===== config.mk =====
export PLATFORM = sky130hd
export DESIGN_NAME = mux_sel_arbiter
export DESIGN_NICKNAME = d
export VERILOG_FILES = /design/src/rtl/mux_sel_arbiter.sv
export SDC_FILE = /design/constraint.sdc
export NUM_CORES = 1
export LEC_CHECK = 0
export ABC_CLOCK_PERIOD_IN_PS = 2100
export BUFFER_PORTS_ARGS = -buffer_cell sky130_fd_sc_hd__buf_4
export CAP_MARGIN = 20
export CORE_AREA = 5 5 42 44
export DETAILED_ROUTE_END_ITERATION = 8
export DIE_AREA = 0 0 47 49
export GPL_TIMING_DRIVEN = 0
export PLACE_DENSITY = 0.72
export SYNTH_ARGS = -nofsm -noshare
export SYNTH_HDL_FRONTEND = slang
export SYNTH_SLANG_ARGS = --single-unit

===== constraint.sdc =====
create_clock -name clk -period 2.1 [get_ports clk]
set_input_delay 0.21 -clock clk [delete_from_list [all_inputs] [get_ports clk]]
set_output_delay 0.21 -clock clk [all_outputs]
set_load 0.02 [all_outputs]

===== src/rtl/mux_sel_arbiter.sv =====
// Round-robin 4:1 mux select arbiter with registered one-hot grant.
// Optional burst limit: define MUX_SEL_ARBITER_BURST_LIMIT_EN.
module mux_sel_arbiter #(
  parameter int MAX_BURST = 4
) (
  input  logic       clk,
  input  logic       rst,
  input  logic [3:0] req,
  output logic [3:0] gnt,
  output logic [1:0] sel,
  output logic       gnt_valid
);

  typedef enum logic {IDLE, GRANT} state_t;

  state_t     state;
  logic [1:0] last_idx;
  logic [1:0] win;
  logic [1:0] idx;
  logic       found;
  logic       others;

  if (MAX_BURST < 1 || MAX_BURST > 255) begin : g_bad_burst
    $error("MAX_BURST out of range 1..255");
  end

  function automatic logic [3:0] onehot(input logic [1:0] i);
    onehot = 4'b0001 << i;
  endfunction

  // First requester after last_idx, wrapping back to last_idx itself.
  always_comb begin
    win   = last_idx;
    idx   = '0;
    found = 1'b0;
    for (int k = 1; k <= 4; k++) begin
      idx = last_idx + 2'(k);
      if (!found && req[idx]) begin
        win   = idx;
        found = 1'b1;
      end
    end
  end

  assign others = |(req & ~onehot(sel));

`ifdef MUX_SEL_ARBITER_BURST_LIMIT_EN
  logic [7:0] burst_cnt;

  always_ff @(posedge clk or posedge rst) begin
    if (rst) begin
      state     <= IDLE;
      gnt       <= 4'b0000;
      sel       <= 2'd0;
      gnt_valid <= 1'b0;
      last_idx  <= 2'd3;
      burst_cnt <= 8'd0;
    end else begin
      unique case (state)
        IDLE: begin
          if (|req) begin
            state     <= GRANT;
            gnt       <= onehot(win);
            sel       <= win;
            gnt_valid <= 1'b1;
            last_idx  <= win;
            burst_cnt <= 8'd0;
          end else begin
            gnt       <= 4'b0000;
            gnt_valid <= 1'b0;
          end
        end
        GRANT: begin
          if (!req[sel]) begin
            if (|req) begin
              gnt      <= onehot(win);
              sel      <= win;
              last_idx <= win;
            end else begin
              state     <= IDLE;
              gnt       <= 4'b0000;
              gnt_valid <= 1'b0;
            end
            burst_cnt <= 8'd0;
          end else if (burst_cnt == 8'(MAX_BURST - 1)) begin
            // Owner still requesting: yield only if someone else waits.
            if (others) begin
              gnt      <= onehot(win);
              sel      <= win;
              last_idx <= win;
            end
            burst_cnt <= 8'd0;
          end else begin
            burst_cnt <= burst_cnt + 8'd1;
          end
        end
        default: state <= IDLE;
      endcase
    end
  end
`else
  always_ff @(posedge clk or posedge rst) begin
    if (rst) begin
      state     <= IDLE;
      gnt       <= 4'b0000;
      sel       <= 2'd0;
      gnt_valid <= 1'b0;
      last_idx  <= 2'd3;
    end else begin
      unique case (state)
        IDLE: begin
          if (|req) begin
            state     <= GRANT;
            gnt       <= onehot(win);
            sel       <= win;
            gnt_valid <= 1'b1;
            last_idx  <= win;
          end else begin
            gnt       <= 4'b0000;
            gnt_valid <= 1'b0;
          end
        end
        GRANT: begin
          if (!req[sel]) begin
            if (|req) begin
              gnt      <= onehot(win);
              sel      <= win;
              last_idx <= win;
            end else begin
              state     <= IDLE;
              gnt       <= 4'b0000;
              gnt_valid <= 1'b0;
            end
          end else if (others) begin
            // Owner keeps the mux until it drops its request.
            gnt <= onehot(sel);
          end
        end
        default: state <= IDLE;
      endcase
    end
  end
`endif

endmodule

==> reports/results.md <==
| Quantity | This run |
|---|---|
| Part of the power in the clock network | 15.2% |
| Crit path max fanout | 10 |
| Combinational group share of total power | 54.9% |
| Total routing usage reported by global routing | 13.0% |
| Area taken by multi-input logic gates | 368 um^2 |
| Clock root cell | clkbuf_4 |
| Leading cell types in the layout, fill and taps excluded | 12 x buf_4, 8 x dfrtp_1, 6 x o21a_1 |
| Maximum frequency from static timing analysis | 566 MHz |
| Outcome | finished clean |
| Path class of the lowest-slack min-delay path | input pin to register |
| Time the final worst path needs with I/O delays and setup | 1770 ps |
| Total via count after detailed routing | 534 |
| Final-report hold violation count | 0 |
| Number of diodes | 0 |
| Number of warnings reported in the yosys synthesis log | 0 |
| Max Transition Viols Final | 0 |
| # nets final | 85 |
| Mean number of vias per cell | 5.68 |
| Gpl congestion | 0.811 |
| Share of the cycle needed by the critical path after routing | 84.1% |
| Number of sinks on the clock net | 10 |
| Number of storage elements in the synthesis netlist | 10 |
| Clock latency on the worst-skew pair | 270 ps |
| Share of synthesized registers carrying an async set or reset | 100% |
| Number of routed nets with antenna violations | 0 |
| Worst Clk Skew | 7.78 ps |
| Number of antenna violations at the first check in global routing | 0 |
| Sequential-to-total area share from yosys stat | 39.3% |
| CP top delay family | compound AO/OA/AOI/OAI gates |
| CTS tree | built |
| Number of top-level design ports | 13 |
| DRT Pass-1 Iters | 4 |
| Post-CTS Repair Setup Buffers | 0 |
| Count of filler cells inserted in the layout | 139 |
| Leading cell type in the layout, fill and taps excluded | buf_4 |
| Initial Util | 45.9% |
| Rows | 14 |
| WHS | 243 ps |
| Worst path max stage delay | 390 ps |
| Final setup violation count | 0 |
| Maximum vdd ir drop | 0.740 mV |
| Unrepaired setup endpoints after global routing | no |
| Tightest Pin Transition | 400 ps |
| Gate count after technology mapping | 61 |
| Required arrival time at the worst endpoint | 2310 ps |
| Crit path capture type | register |
| Core footprint | 1400 um^2 |
| H-tree levels | 1 |
| Sequential Power Share | 29.9% |
| Fraction of final layout cells with drive strength greater than 1 | 42.3% |
| CP max stage cell | dfrtp_1 |
| Post-detailed-routing wire length | 1330 um |
| Number of remaining DRC errors | 0 |
| Total of max-cap violations | 0 |
| Pint | 720 uW |
| Violation count after the first detailed-routing iteration | 6 |
| Final core utilization | 57.1% |
| Vertical extent of the die | 49 um |
| Synth Net Count | 67 |
| Total power per unit cell area | 1480 nW/um^2 |
| Arrival time reported for the critical path endpoint | 1970 ps |
| P_sw | 460 uW |
| Inserted Clock Buffers | 3 |
| Worst slack at placement | 354 ps |
| Number of enable-type register cells in the synthesized netlist | 0 |
| Ordered list of cells on the worst path | buf_6 -> mux2_1 -> nor4b_1 -> o21ai_2 -> o311ai_1 -> o21a_1 |
| Clk pin slew, worst setup/hold paths | 80 ps |
| Total Die Area | 2300 um^2 |
| Switching share of total power | 39.0% |
| Static Leakage | 0.347 nW |
| Type of the setup path with the least slack | register to register |
| Horizontal die dimension | 47 um |
| Summed instance area of the synthesized netlist | 643 um^2 |
| Wire length of the first global-routing pass | 2170 um |
| Post-route worst setup slack | 335 ps |
| Synth-to-layout area growth | 24.3% |
| CP Launch Type | register |
| Via count of the first global-routing pass | 509 |
| WL/cell | 14.1 um |
| Worst slew margin relative to its limit | 73.1% |
| Post-layout power | 1.18 mW |
| Total congestion overflow after global routing | 0 |
| Post-Syn Area per Cell | 10.5 um^2 |
| Half-perimeter wire length of the detailed placement result | 999 um |
| Setup TNS after final layout | 0 ps |
| CP bufs+invs | 1 |
| Port-buffer cells | 12 |
| Longest Clk Path Bufs | 2 |
| FF/Latch Area | 253 um^2 |
| Unique cell type count in the Yosys netlist | 35 |
| Largest net degree at the start of global routing | 11 |
| Most used flip-flop cell after synthesis | dfrtp_1 |
## power by group through the flow
stage | Clock, mW | Combinational [mW] | Sequential [mW]
final | 0.179 | 0.648 | 0.353
after global routing | 0.194 | 0.713 | 0.368
after CTS | 0.185 | 0.656 | 0.353
after detailed placement | 0 | 0.654 | 0.357
after global placement | 0 | 0.642 | 0.353
after floorplan | 0 | 0.421 | 0.411
## per-stage QoR
step,instance area (um^2),std cells
floorplan,643,61
global placement,753,89
detailed placement,753,89
CTS,800,94
global route,800,94
finish,800,94
## path summary, 6_finish.rpt
path / startpoint / to / slack [ps] / cells after the start
max: sel[1]$_DFFE_PP0P_ / gnt[3]$_DFFE_PP0P_ / 330 / 6
min: req[1] / state$_DFF_PP0_ / 240 / 2
max reg2reg: sel[1]$_DFFE_PP0P_ / gnt[3]$_DFFE_PP0P_ / 330 / 6
min reg2reg: gnt[2]$_DFFE_PP0P_ / gnt[2]$_DFFE_PP0P_ / 500 / 1
max in group asynchronous: rst / last_idx[0]$_DFFE_PP1P_ / 1320 / 3
min in group asynchronous: rst / sel[1]$_DFFE_PP0P_ / 460 / 3
## final cells by class
class                           count  share of cell area [%]
Buffer                              1                    1.41
Clock buffer                        4                    4.54
Inverter                            3                    1.41
Multi-Input combinational cell     47                    46.0
Sequential cell                    10                    31.6
Tap cell                           16                    2.50
Timing Repair Buffer               13                    12.5
## Yosys cell counts, types with 2 or more instances
master	n	area share, %
nor2_1	4	2.3
nor3_1	2	1.6
a21o_2	2	2.7
a31oi_1	2	1.9
inv_1	3	1.8
nand3_1	2	1.6
or4_4	2	3.5
nand3b_1	2	2.3
or2b_2	3	4.1
dfrtp_1	8	31
dfstp_2	2	8.2
o21a_1	6	7.0
## kinds of logic (layout without fill, tap and decap cells)
logic type,after synthesis,in the layout,synth area share (%)
compound gates,20,20,24.7
buf+inv,4,21,3.50
flops,10,10,39.3
mux,3,3,7.39
simple gates,24,24,25.1
## state kept, by name, indices dropped and copies added (netlist names)
signal,count
last_idx,2
gnt,4
state,1
gnt_valid,1
sel,2
## metal layers
layer / wire length, um / track usage [%] / up-vias
li1: - / - / 265
met1: 570 / 14.5 / 255
met2: 664 / 21.9 / 10
met3: 58 / 2.58 / 4
met4: 31 / 6.91 / 0
met5: 0 / 0 / -
## repair_timing
action                                  in CTS  in global routing
resized for setup                            0                  0
endpoints found under the setup margin       0                  0
endpoints found under the hold margin        8                  0
hold buffers                                 1                  0
Power figures use the tool's default switching activity.
